[config.mk]
export PLATFORM = sky130hd
export DESIGN_NAME = half_argmax_flat
export DESIGN_NICKNAME = d
export VERILOG_FILES = /design/src/rtl/half_argmax_if.sv /design/src/rtl/half_argmax.sv /design/src/flat_wrapper.sv
export SDC_FILE = /design/constraint.sdc
export NUM_CORES = 1
export LEC_CHECK = 0
export BUFFER_PORTS_ARGS = -buffer_cell sky130_fd_sc_hd__buf_2
export CORE_MARGIN = 4
export CORE_UTILIZATION = 40
export DETAILED_ROUTE_END_ITERATION = 10
export PLACE_DENSITY_LB_ADDON = 0.05
export SYNTH_ARGS = -nofsm -noshare
export SYNTH_HDL_FRONTEND = slang
export SYNTH_SLANG_ARGS = --single-unit
[constraint.sdc]
create_clock -name clk -period 4.4 [get_ports clk]
set_input_delay 0.22 -clock clk [delete_from_list [all_inputs] [get_ports clk]]
set_output_delay 0.22 -clock clk [all_outputs]
set_load 0.005 [all_outputs]
[src/rtl/half_argmax_if.sv]
// rtl/half_argmax_if.sv - request/result bundle for half_argmax; HALF_ARGMAX_SECOND_EN adds runner-up fields
interface half_argmax_if #(
    parameter int OUTPUT_NODES = 10,
    parameter int IDX_W        = $clog2(OUTPUT_NODES)
);
    logic             start;
    logic [15:0]      y [OUTPUT_NODES];
    logic             busy;
    logic             valid;
    logic [IDX_W-1:0] index;
    logic [15:0]      max_value;
    logic             all_nan;
`ifdef HALF_ARGMAX_SECOND_EN
    logic [IDX_W-1:0] second_index;
    logic [15:0]      second_value;
`endif

    modport master (
        output start, y,
        input  busy, valid, index, max_value, all_nan
`ifdef HALF_ARGMAX_SECOND_EN
        , input second_index, second_value
`endif
    );

    modport slave (
        input  start, y,
        output busy, valid, index, max_value, all_nan
`ifdef HALF_ARGMAX_SECOND_EN
        , output second_index, second_value
`endif
    );
endinterface

[src/rtl/half_argmax.sv]
// rtl/half_argmax.sv - serial argmax over binary16 scores; HALF_ARGMAX_SECOND_EN adds runner-up tracking
module half_argmax #(
    parameter int OUTPUT_NODES = 10,
    parameter int IDX_W        = $clog2(OUTPUT_NODES)
) (
    input  logic          clk,
    input  logic          rstn,
    half_argmax_if.slave  bus
);
    localparam logic [1:0] IDLE = 2'd0;
    localparam logic [1:0] SCAN = 2'd1;
    localparam logic [1:0] DONE = 2'd2;
    localparam logic [IDX_W-1:0] LAST = IDX_W'(OUTPUT_NODES - 1);

    logic [1:0]       state;
    logic [15:0]      arr [OUTPUT_NODES];
    logic [IDX_W-1:0] cnt;
    logic [15:0]      best;
    logic [IDX_W-1:0] best_idx;
    logic             have_best;

    function automatic logic is_nan(input logic [15:0] b);
        return (b[14:10] == 5'h1F) && (b[9:0] != 10'd0);
    endfunction

    // Maps binary16 onto an unsigned-comparable key, with -0 folded onto +0.
    function automatic logic [15:0] order_key(input logic [15:0] b);
        logic [15:0] n;
        n = (b == 16'h8000) ? 16'h0000 : b;
        return n[15] ? ~n : (n | 16'h8000);
    endfunction

    logic [15:0] elem;
    logic        elem_nan;
    logic        gt_best;

    assign elem     = arr[cnt];
    assign elem_nan = is_nan(elem);
    assign gt_best  = order_key(elem) > order_key(best);
    assign bus.busy = (state != IDLE);

`ifdef HALF_ARGMAX_SECOND_EN
    logic [15:0]      second;
    logic [IDX_W-1:0] second_idx;
    logic             have_second;
    logic             gt_second;

    assign gt_second = order_key(elem) > order_key(second);
`endif

    always_ff @(posedge clk or negedge rstn) begin
        if (!rstn) begin
            state         <= IDLE;
            cnt           <= '0;
            best          <= '0;
            best_idx      <= '0;
            have_best     <= 1'b0;
            bus.valid     <= 1'b0;
            bus.index     <= '0;
            bus.max_value <= '0;
            bus.all_nan   <= 1'b0;
            for (int i = 0; i < OUTPUT_NODES; i++) arr[i] <= '0;
`ifdef HALF_ARGMAX_SECOND_EN
            second           <= '0;
            second_idx       <= '0;
            have_second      <= 1'b0;
            bus.second_index <= '0;
            bus.second_value <= '0;
`endif
        end else begin
            bus.valid <= 1'b0;
            case (state)
                IDLE: begin
                    if (bus.start) begin
                        for (int i = 0; i < OUTPUT_NODES; i++) arr[i] <= bus.y[i];
                        best      <= bus.y[0];
                        best_idx  <= '0;
                        have_best <= !is_nan(bus.y[0]);
                        cnt       <= IDX_W'(1);
                        state     <= SCAN;
`ifdef HALF_ARGMAX_SECOND_EN
                        second      <= '0;
                        second_idx  <= '0;
                        have_second <= 1'b0;
`endif
                    end
                end
                SCAN: begin
                    // NaN never displaces; a NaN seed is dropped by the first real value.
                    if (!elem_nan) begin
                        if (!have_best || gt_best) begin
                            best      <= elem;
                            best_idx  <= cnt;
                            have_best <= 1'b1;
`ifdef HALF_ARGMAX_SECOND_EN
                            if (have_best) begin
                                second      <= best;
                                second_idx  <= best_idx;
                                have_second <= 1'b1;
                            end
                        end else if (!have_second || gt_second) begin
                            second      <= elem;
                            second_idx  <= cnt;
                            have_second <= 1'b1;
`endif
                        end
                    end
                    cnt <= cnt + IDX_W'(1);
                    if (cnt == LAST) state <= DONE;
                end
                DONE: begin
                    bus.valid     <= 1'b1;
                    bus.index     <= best_idx;
                    bus.max_value <= best;
                    bus.all_nan   <= !have_best;
`ifdef HALF_ARGMAX_SECOND_EN
                    bus.second_index <= have_second ? second_idx : best_idx;
                    bus.second_value <= have_second ? second : best;
`endif
                    state <= IDLE;
                end
                default: state <= IDLE;
            endcase
        end
    end
endmodule

[src/flat_wrapper.sv]
// flat-port wrapper written by rule: the top's interface ports become plain ports
module half_argmax_flat 
#(
    parameter int OUTPUT_NODES = 10,
    parameter int IDX_W        = $clog2(OUTPUT_NODES)
)
  (clk, rstn, bus_start, bus_y, bus_busy, bus_valid, bus_index, bus_max_value, bus_all_nan);
  half_argmax_if #(.OUTPUT_NODES(OUTPUT_NODES), .IDX_W(IDX_W)) bus_i ();
  input  logic clk;
  input  logic rstn;
  input wire logic [$bits(bus_i.start)-1:0] bus_start;
  input wire logic [$bits(bus_i.y)-1:0] bus_y;
  output wire logic [$bits(bus_i.busy)-1:0] bus_busy;
  output wire logic [$bits(bus_i.valid)-1:0] bus_valid;
  output wire logic [$bits(bus_i.index)-1:0] bus_index;
  output wire logic [$bits(bus_i.max_value)-1:0] bus_max_value;
  output wire logic [$bits(bus_i.all_nan)-1:0] bus_all_nan;
  assign bus_i.start = bus_start;
  assign bus_i.y = {>>{bus_y}};
  assign bus_busy = bus_i.busy;
  assign bus_valid = bus_i.valid;
  assign bus_index = bus_i.index;
  assign bus_max_value = bus_i.max_value;
  assign bus_all_nan = bus_i.all_nan;
  half_argmax #(.OUTPUT_NODES(OUTPUT_NODES), .IDX_W(IDX_W)) u_core (.clk(clk), .rstn(rstn), .bus(bus_i));
endmodule
==> impl_results.md, run 1 <==
- Status: complete, but fails checks
- Violated checks: setup timing
- CTS sink count: 209
- Post-synth EDFFs: 0
- Peak VDD IR: 0.690 mV
- Share of cells above drive strength 1: 0.269
- 1st-iter DRT viols: 574
- Worst slew pin tran: 1150 ps
- Row count: 58
- Worst slack at placement: -301 ps
- Chip Height: 169 microns
- Crit-path leading delay family: multiplexers
- Area of the multi-input gates: 0.00499 sq mm
- DRT antenna net count: 0
- FF+latch area: 0.00523 sq mm
- Largest net degree at the start of global routing: 120
- H-tree depth: 1
- Worst-Skew Late Latency: 510 ps
- Hold_sp: bus_y[158]
- Root Driver: clkbuf_16
- Critical Path Start Type: flip-flop
- CP max stage cell: mux4_2
- Slew margin rel.: 0.232
- P_leak: 7.54 nW
- Final Power: 0.0136 W
- Vias in the first global route: 9265
- Drc violations: 0
- N_diodes: 0
- Fin crit period: 4540 ps
- Non-filler cells in the finished layout: 1822
- CTS tree: built
- Count leader, synth: nand2_1
- TritonRoute pass-1 iters: 5
- Synth Flop Type: dfrtp_1
- Die width: 169 microns
- Grt met1 use: 0.310
- Max_cap viols: 0
- # fillers: 2266
- Routed vias: 8872
- Fin Setup TNS: -2470 ps
- Port-buffer cells: 185
- Area share of the largest cell type after synthesis: 0.506
- Clk_skew: 8.87 ps
- CP bufs+invs: 5
- Cell Chain, Critical Path: buf_12, mux4_2, mux2i_1, o22a_1, nand4_1, nor3_4, and2_4, buf_12, nor2_4, ha_4, nor2b_4, o211ai_1, a21oi_1, o211ai_1, buf_4, a41oi_2, a21boi_4, buf_6, buf_12, mux2_4
- # IOs: 186
- Total grt overflow: 0
- Initial Util: 0.408
- Final Instance Area: 0.0147 sq mm
- Hpwl dp: 20900 microns
- Critical Path End Type: flip-flop
- Yosys warnings: 0
- Max FO, Critical Path: 8
- Critical R2R Launch: u_core.cnt[0]
- # setup viols final: 20
- Mean area per synthesized cell: 9.41 sq um
- Crit. Startpoint: u_core.cnt[0]
- RSZ-0062 raised after global routing: true
- GR Util All Layers: 0.219
- WP data required: 4790 ps
- Synth area leaders: dfrtp_1 51%, nand2_1 19%, mux4_2 4.6%, mux2i_1 3.0%, mux2_2 2.6%
- Unique masters post-synth: 51
- Fin. max-slew vios: 0
- Most frequent CP cell: buf_12
- GRT met2 Usage: 0.359
- Inserted Clock Buffers: 24
- Placed cells: 1597
- Total Die Area: 0.0285 sq mm
- Post-Place Cell Area: 0.0118 sq mm
- GPL Wtd Cong: 0.867
- Synth-to-Final Area Change: 42.6%
- Synthesized instance count: 1098
- Cell taking the most area after synthesis: dfrtp_1
- Final WS setup: -138 ps
- NumNets Final: 1655
- CP Data Arrival Time: 4930 ps
- Critical path class: reg -> reg
- Fmax: 0.220 GHz
- Clock-pin slew on the worst setup and hold paths: 60 ps
- DR vias/cell: 4.87
- Slowest stage delay, CP: 550 ps
- Initial antenna violation count: 0
- FF+latch count, synth: 209
- Global-route wire length before repair: 50100 microns
- Synthesized area: 0.0103 sq mm
- Final worst path period share: 1.03
- Register area share after synthesis: 0.506
- Clock buffer depth: 3
- Hold crit path type: in -> reg
- Syn Nets: 1278
- GR Util met3: 0.0308
- PwrDens: 925 mW/mm^2
- Commonest cells in the netlist: 529 x nand2_1, 209 x dfrtp_1, 50 x clkbuf_1
- Total wire length: 31300 microns
- Gr busiest metal: met2
- Routed WL per cell: 17.2 microns
- Final hold viol count: 0
- FFs w/ async S/R, synth: 1.00
- CORE AREA: 0.0253 sq mm
metrics by stage:
step	utilization	hold slack, ps
after global placement	0.466	381
after CTS	0.572	4.22
after global routing	0.582	21.1
after floorplan	-	-75.6
after detailed placement	0.466	382
final	0.582	17.8
final timing paths:
check | end | slack [ps] | depth (start not counted)
setup / recovery | u_core.best[14] | -140 | 20
hold / removal | u_core.arr[158] | 20 | 3
setup reg to reg | u_core.best[14] | -140 | 20
hold reg to reg | u_core.arr[111] | 470 | 2
max in group asynchronous | u_core.cnt[0] | 2980 | 3
min in group asynchronous | u_core.bus.valid | 390 | 2
layer usage:
metal | routed length [microns] | vias to the layer above | share of wire
met1 | 14200 | 4257 | 0.45
met2 | 14900 | 215 | 0.48
li1 | - | 4348 | -
met5 | 0 | - | 0
met4 | 795 | 0 | 0.025
met3 | 1390 | 52 | 0.045
area by class of cell:
| class | instances | share of cell area |
|---|---|---|
| Clock buffer | 35 | 0.0477 |
| Multi-Input combinational cell | 816 | 0.339 |
| Clock inverter | 8 | 0.00637 |
| Tap cell | 330 | 0.0280 |
| Inverter | 7 | 0.00178 |
| Sequential cell | 209 | 0.355 |
| Timing Repair Buffer | 417 | 0.222 |
state kept, by name (all words and copies together) (netlist names):
register	count
u_core.bus.valid	1
u_core.best_idx	4
u_core.bus.max_value	16
u_core.best	16
u_core.bus.all_nan	1
u_core.bus.index	4
u_core.cnt	4
u_core.have_best	1
u_core.state	2
u_core.arr	160
worst register-to-register path, stage by stage (launching register included):
cell	delay, ps
dfrtp_4	490
buf_12	160
mux4_2	560
mux2i_1	190
o22a_1	180
nand4_1	150
nor3_4	260
and2_4	230
buf_12	150
nor2_4	40
ha_4	270
nor2b_4	130
o211ai_1	100
a21oi_1	150
o211ai_1	170
buf_4	170
a41oi_2	190
a21boi_4	230
buf_6	150
buf_12	130
mux2_4	300
cell families after synthesis:
group / count (synthesis) / synth area share
buf+inv: 73 / 0.0372
xor+xnor: 29 / 0.0246
simple gates: 603 / 0.231
mux: 97 / 0.135
flops: 209 / 0.506
fa+ha+maj: 17 / 0.0206
compound gates: 70 / 0.0453
timing repair:
action,CTS,global route
hold buffers,159,0
setup buffers,13,6
endpoints found under the hold margin,276,0
setup endpoints to repair,21,21
gates resized for setup,22,35
pin swaps,19,27
gates cloned,4,0
cell usage in the layout, fill, tap and decap left out, types with 5 or more instances in the layout:
cell type / n
nand2_1: 528
dfrtp_1: 208
buf_2: 184
dlygate4sd3_1: 159
buf_4: 55
mux2i_1: 31
clkbuf_16: 25
xor2_1: 24
mux2_2: 23
mux4_2: 21
o21ai_0: 18
mux2_4: 18
nor2_1: 16
nand3_1: 10
ha_4: 9
buf_12: 8
inv_1: 7
nand2b_1: 6
nand4_1: 6
nor2_2: 6
ha_1: 6
clkbuf_1: 6
buf_6: 6
a22oi_1: 5
o21ai_1: 5
xnor2_1: 5
o31ai_1: 5
clkinv_2: 5
where the power goes:
part	switching (W)	total [W]	leakage, nW	internal, W
clock	0.000781	0.00200	0.396	0.00122
combinational	0.00386	0.00823	4.54	0.00437
sequential	0.000577	0.00339	2.61	0.00282
Note: power is estimated with default switching activity, not from simulation.
==> run 2: changes to the inputs <==
REMOVE_ABC_BUFFERS = 1   (was not set)
==> run 2 against run 1 <==
Compared with the run above:
- the flow still finishes with violations (setup timing)
- clock-buffer cell count rose by 1
- sequential share of layout area rose by 0.40 points
- power fell by 7.9%
- worst setup slack got worse by 6.8 ps
- design area fell by 1.1%
- non-clock buffer count fell by 8
- fmax fell by 0.15%
- sequential power barely moved
- wire length fell by 7.9%
- largest cell class unchanged
- flip-flop and latch count did not move
- first-iteration DRC count fell by 8.5%
- critical path type unchanged
==> impl_results.md, run 2 (same netlist as run 1, synthesis figures left out) <==
- Slew margin rel.: 0.295
- Status: complete, but fails checks
- Inserted Clock Buffers: 24
- Final Instance Area: 0.0146 sq mm
- Final worst path period share: 1.03
- Worst slew pin tran: 1060 ps
- TritonRoute pass-1 iters: 4
- DRT antenna net count: 0
- Synth-to-Final Area Change: 41.0%
- Critical R2R Launch: u_core.cnt[0]
- Top flop regs: u_core.arr (160), u_core.best (16), u_core.bus.max_value (16)
- Fin Setup TNS: -2160 ps
- Setup crit end: u_core.best[7]
- Clock buffer depth: 3
- # IOs: 186
- Crit Reg-Reg Endpoint: u_core.best[7]
- CTS sink count: 209
- Peak VDD IR: 0.556 mV
- P_leak: 7.53 nW
- Die width: 169 microns
- Violated checks: setup timing
- Worst reg2reg setup slack: -150 ps
- 1st-iter DRT viols: 525
- Routed WL per cell: 15.9 microns
- Row count: 58
- Vias in the first global route: 9071
- Post-Place Cell Area: 0.0119 sq mm
- RSZ-0062 raised after global routing: true
- Routed vias: 8595
- Clk_skew: 8.58 ps
- Chip Height: 169 microns
- GPL Wtd Cong: 0.842
- Most frequent cells in the layout: 528 x nand2_1, 207 x dfrtp_1, 184 x buf_2, 160 x dlygate4sd3_1, 48 x buf_4
- Max_cap viols: 0
- Total Die Area: 0.0285 sq mm
- Hold crit path type: in -> reg
- Global-route wire length before repair: 46900 microns
- Fin crit period: 4550 ps
- Share of cells above drive strength 1: 0.255
- GR Util All Layers: 0.201
- H-tree depth: 1
- Critical Path Start Type: flip-flop
- CTS tree: built
- Max FO, Critical Path: 8
- Final WS setup: -145 ps
- # setup viols final: 20
- Port-buffer cells: 185
- Drc violations: 0
- Total wire length: 28800 microns
- WP data required: 4790 ps
- Critical Path End Type: flip-flop
- Crit. Startpoint: u_core.cnt[0]
- Worst reg2reg path depth: 21
- CP Data Arrival Time: 4940 ps
- Final hold viol count: 0
- DR vias/cell: 4.74
- N_diodes: 0
- CORE AREA: 0.0253 sq mm
- Initial Util: 0.408
- Fmax: 0.220 GHz
- Util after Layout: 0.575
- Initial antenna violation count: 0
- Total grt overflow: 0
- # fillers: 2256
- Largest net degree at the start of global routing: 120
- Critical path class: reg -> reg
- Fin. max-slew vios: 0
- Commonest non-fill, non-tap cell in the layout: nand2_1
- PwrDens: 861 mW/mm^2
- Hpwl dp: 19000 microns
- Max reg flops: 160
- Worst hold slack: 43.7 ps
- Largest Register: u_core.arr
- Clock-pin slew on the worst setup and hold paths: 60 ps
- NumNets Final: 1647
- Root Driver: clkbuf_16
- Worst-Skew Late Latency: 510 ps
-- run 2: how the worst min path moves through the flow --
| stage | from | to | slack (ps) | cells past startpoint |
|---|---|---|---|---|
| 3_3_place_gp | rstn | u_core.arr[89] | 380 | 1 |
| 3_5_place_dp | rstn | u_core.arr[89] | 370 | 1 |
| 2_1_floorplan | rstn | u_core.arr[0] | -80 | 0 |
| 4_1_cts | bus_y[158] | u_core.arr[158] | 30 | 3 |
| 6_report | bus_y[158] | u_core.arr[158] | 40 | 3 |
| 5_1_grt | bus_y[158] | u_core.arr[158] | 40 | 3 |
-- run 2: where the power goes --
part,total (W),switching (W),internal (W)
clock,0.00209,0.000782,0.00131
sequential,0.00339,0.000567,0.00282
combinational,0.00707,0.00334,0.00373
total,0.0125,0.00469,0.00786
-- run 2: what timing repair did --
action	4_1_cts	5_1_grt
hold endpoints to repair	277	0
hold buffers	160	0
setup endpoints to repair	21	21
pin swaps	4	11
buffers inserted	4	4
gates resized for setup	12	15
gates cloned	1	1
-- run 2: final cells by class --
| class | count | area (sq um) | area share |
|---|---|---|---|
| clock inverters | 8 | 115 | 0.00790 |
| multi-input cells | 816 | 4850 | 0.333 |
| flip-flops and latches | 209 | 5240 | 0.359 |
| inverters | 7 | 26.3 | 0.00180 |
| repair buffers | 409 | 3210 | 0.220 |
| clock buffers | 36 | 727 | 0.0499 |
| well taps | 330 | 413 | 0.0283 |
-- run 2: per-stage QoR --
step,std cells,total power (W),setup slack [ps]
floorplan,1032,0.00751,-2400
global placement,1601,0.00965,-331
detailed placement,1601,0.00972,-424
CTS,1810,0.0121,-151
global route,1815,0.0135,-398
finish,1815,0.0125,-145
-- run 2: critical path, cell delays in order, from the launching register on --
cell       delay [ps]
dfrtp_4           430
buf_12            140
buf_12            140
mux4_2            500
a22o_1            230
a21oi_2           140
nand4_1           140
nor3_2            250
and2_4            210
buf_6             130
nor2_2             40
ha_1              310
buf_4             140
nand4_1            70
nor4_1             60
a21oi_1           120
o211ai_1          160
o2111ai_2         270
o31ai_2           130
a21boi_4          280
clkbuf_16         220
mux2_4            300
-- run 2: metal layers --
layer / vias up / wire length [microns] / share of wire / global-route usage
met3: 38 / 1170 / 0.041 / 0.0266
li1: 4331 / - / - / -
met5: - / 0 / 0 / 0
met2: 174 / 13300 / 0.46 / 0.326
met4: 0 / 527 / 0.018 / 0.0388
met1: 4052 / 13800 / 0.48 / 0.294
==> run 3: changes to the inputs <==
CORE_ASPECT_RATIO = 1.5   (was not set)
==> run 3 against run 2 <==
Compared with the run above:
- the run still ends with setup timing left
- sequential share of layout area grew 0.51 points
- global-route usage is 0.29 points higher
- critical path type unchanged
- non-clock buffer count is 2 higher
- sequential power about the same
- flip-flop and latch count unchanged
- register-to-register slack better by 100 ps
- fmax increased by 2.2%
- core utilization shrank 0.80 points
- clock skew up 2.6 ps
- largest power group unchanged
- clock power fell by 11%
- critical endpoint is now u_core.best[5]
- via count rose by 1.0%
==> impl_results.md, run 3 (same netlist as run 1, synthesis figures left out) <==
- Status: complete, but fails checks
- Violated checks: setup timing
- CORE AREA: 0.0253 sq mm
- Port-buffer cells: 185
- CTS sink count: 209
- TritonRoute pass-1 iters: 4
- GR Util All Layers: 0.204
- Die width: 139 microns
- 1st-iter DRT viols: 302
- Total Die Area: 0.0285 sq mm
- Crit. Startpoint: u_core.cnt[0]
- Routed vias: 8683
- # fillers: 2333
- Clock-pin slew on the worst setup and hold paths: 60 ps
- WL met3: 983 microns
- Fin crit period: 4450 ps
- Synth-to-Final Area Change: 39.0%
- Final hold viol count: 0
- Critical Path End Type: flip-flop
- Drc violations: 0
- Max Used Layer: met4
- Peak VDD IR: 0.599 mV
- Most frequent cells in the layout: 528 x nand2_1, 208 x dfrtp_1, 184 x buf_2, 161 x dlygate4sd3_1, 53 x buf_4
- CP Data Arrival Time: 4830 ps
- Total grt overflow: 0
- Fin. max-slew vios: 0
- # IOs: 186
- Commonest non-fill, non-tap cell in the layout: nand2_1
- Worst slew pin tran: 1130 ps
- CTS tree: built
- Placed cells: 1601
- Routed WL per cell: 16.0 microns
- Vias in the first global route: 9331
- PwrDens: 825 mW/mm^2
- Max reg flops: 160
- Max_cap viols: 0
- Clock buffer depth: 3
- Critical Path Start Type: flip-flop
- Critical R2R Launch: u_core.cnt[0]
- Fmax: 0.225 GHz
- Root Driver: clkbuf_16
- WP data required: 4790 ps
- Inserted Clock Buffers: 22
- Chip Height: 205 microns
- Non-filler cells in the finished layout: 1812
- Share of cells above drive strength 1: 0.247
- # setup viols final: 18
- RSZ-0062 raised after global routing: true
- Hpwl dp: 19700 microns
- Routed wl met2: 14900 microns
- Largest Register: u_core.arr
- Initial antenna violation count: 1
- P_leak: 7.45 nW
- Global-route wire length before repair: 47500 microns
- Area of the multi-input gates: 0.00478 sq mm
- Final worst path period share: 1.01
- Row count: 71
- M1 WL: 12300 microns
- Hold crit path type: in -> async
- Max FO, Critical Path: 20
- DR vias/cell: 4.79
- Final WS setup: -45.7 ps
- Total wire length: 28900 microns
- FF+latch area: 0.00523 sq mm
- Worst-Skew Late Latency: 510 ps
- Final Instance Area: 0.0144 sq mm
- Slew margin rel.: 0.250
- NumNets Final: 1647
- Top flop regs: u_core.arr (160), u_core.best (16), u_core.bus.max_value (16)
- Clk_skew: 11.2 ps
- Initial Util: 0.408
- DRT antenna net count: 0
- Post-Place Cell Area: 0.0118 sq mm
- H-tree depth: 1
- GPL Wtd Cong: 0.835
- Largest net degree at the start of global routing: 110
- Critical path class: reg -> reg
run 3: per-stage QoR:
| stage | utilization | hold WS [ps] | setup WS (ps) | power [W] | setup TNS (ps) |
|---|---|---|---|---|---|
| final | 0.567 | 337 | -45.7 | 0.0119 | -624 |
| after detailed placement | 0.468 | 341 | -197 | 0.00966 | -3760 |
| after global placement | 0.468 | 343 | -118 | 0.00960 | -2250 |
| after CTS | 0.566 | 397 | -70.4 | 0.0119 | -1100 |
| after global routing | 0.567 | 423 | -321 | 0.0128 | -6380 |
| after floorplan | - | -75.6 | -2400 | 0.00751 | -48490 |
run 3: repair_timing:
item	in CTS	in global routing
gates cloned	2	0
endpoints found under the hold margin	268	0
pin swaps	3	1
setup endpoints to repair	21	21
hold buffers	161	0
buffers inserted	6	1
gates resized for setup	9	6
run 3: critical path: stages, from the launching register on:
cell and delay [ps]:
dfrtp_4 510, buf_4 140, mux4_1 570, a22o_1 260, a21oi_2 180, nand4bb_4 150, nor3_2 150, and2_4 210
nor2_1 60, ha_1 320, a2111oi_2 330, buf_4 170, nand3b_1 70, o211ai_1 250, o2111ai_1 170, o21ai_1 190
a21boi_2 90, buf_12 180, mux2_4 310
run 3: final timing paths:
check | to | slack, ps | cells past startpoint
setup / recovery | u_core.best[5] | -50 | 18
hold / removal | u_core.arr[73] | 340 | 2
setup reg to reg | u_core.best[5] | -50 | 18
hold reg to reg | u_core.arr[104] | 470 | 2
max in group asynchronous | u_core.best[3] | 3000 | 3
min in group clk | u_core.state[0] | 430 | 3
run 3: area by class of cell:
| cell class | instances | share of cell area |
|---|---|---|
| diodes | 1 | 0.000174 |
| clock buffers | 34 | 0.0471 |
| clock inverters | 6 | 0.00401 |
| inverters | 7 | 0.00183 |
| multi-input cells | 816 | 0.333 |
| flip-flops and latches | 209 | 0.364 |
| well taps | 328 | 0.0286 |
| repair buffers | 411 | 0.221 |
run 3: power breakdown:
part	switching, W	leakage (nW)	internal [W]
Clock	0.000749	0.362	0.00112
Combinational	0.00322	4.47	0.00339
Sequential	0.000560	2.61	0.00282
run 3: metal layers:
layer  vias to the layer above  track usage
met1                      4139        0.255
met4                         0       0.0552
met2                       163        0.373
li1                       4335            -
met3                        46       0.0245
met5                         -            0
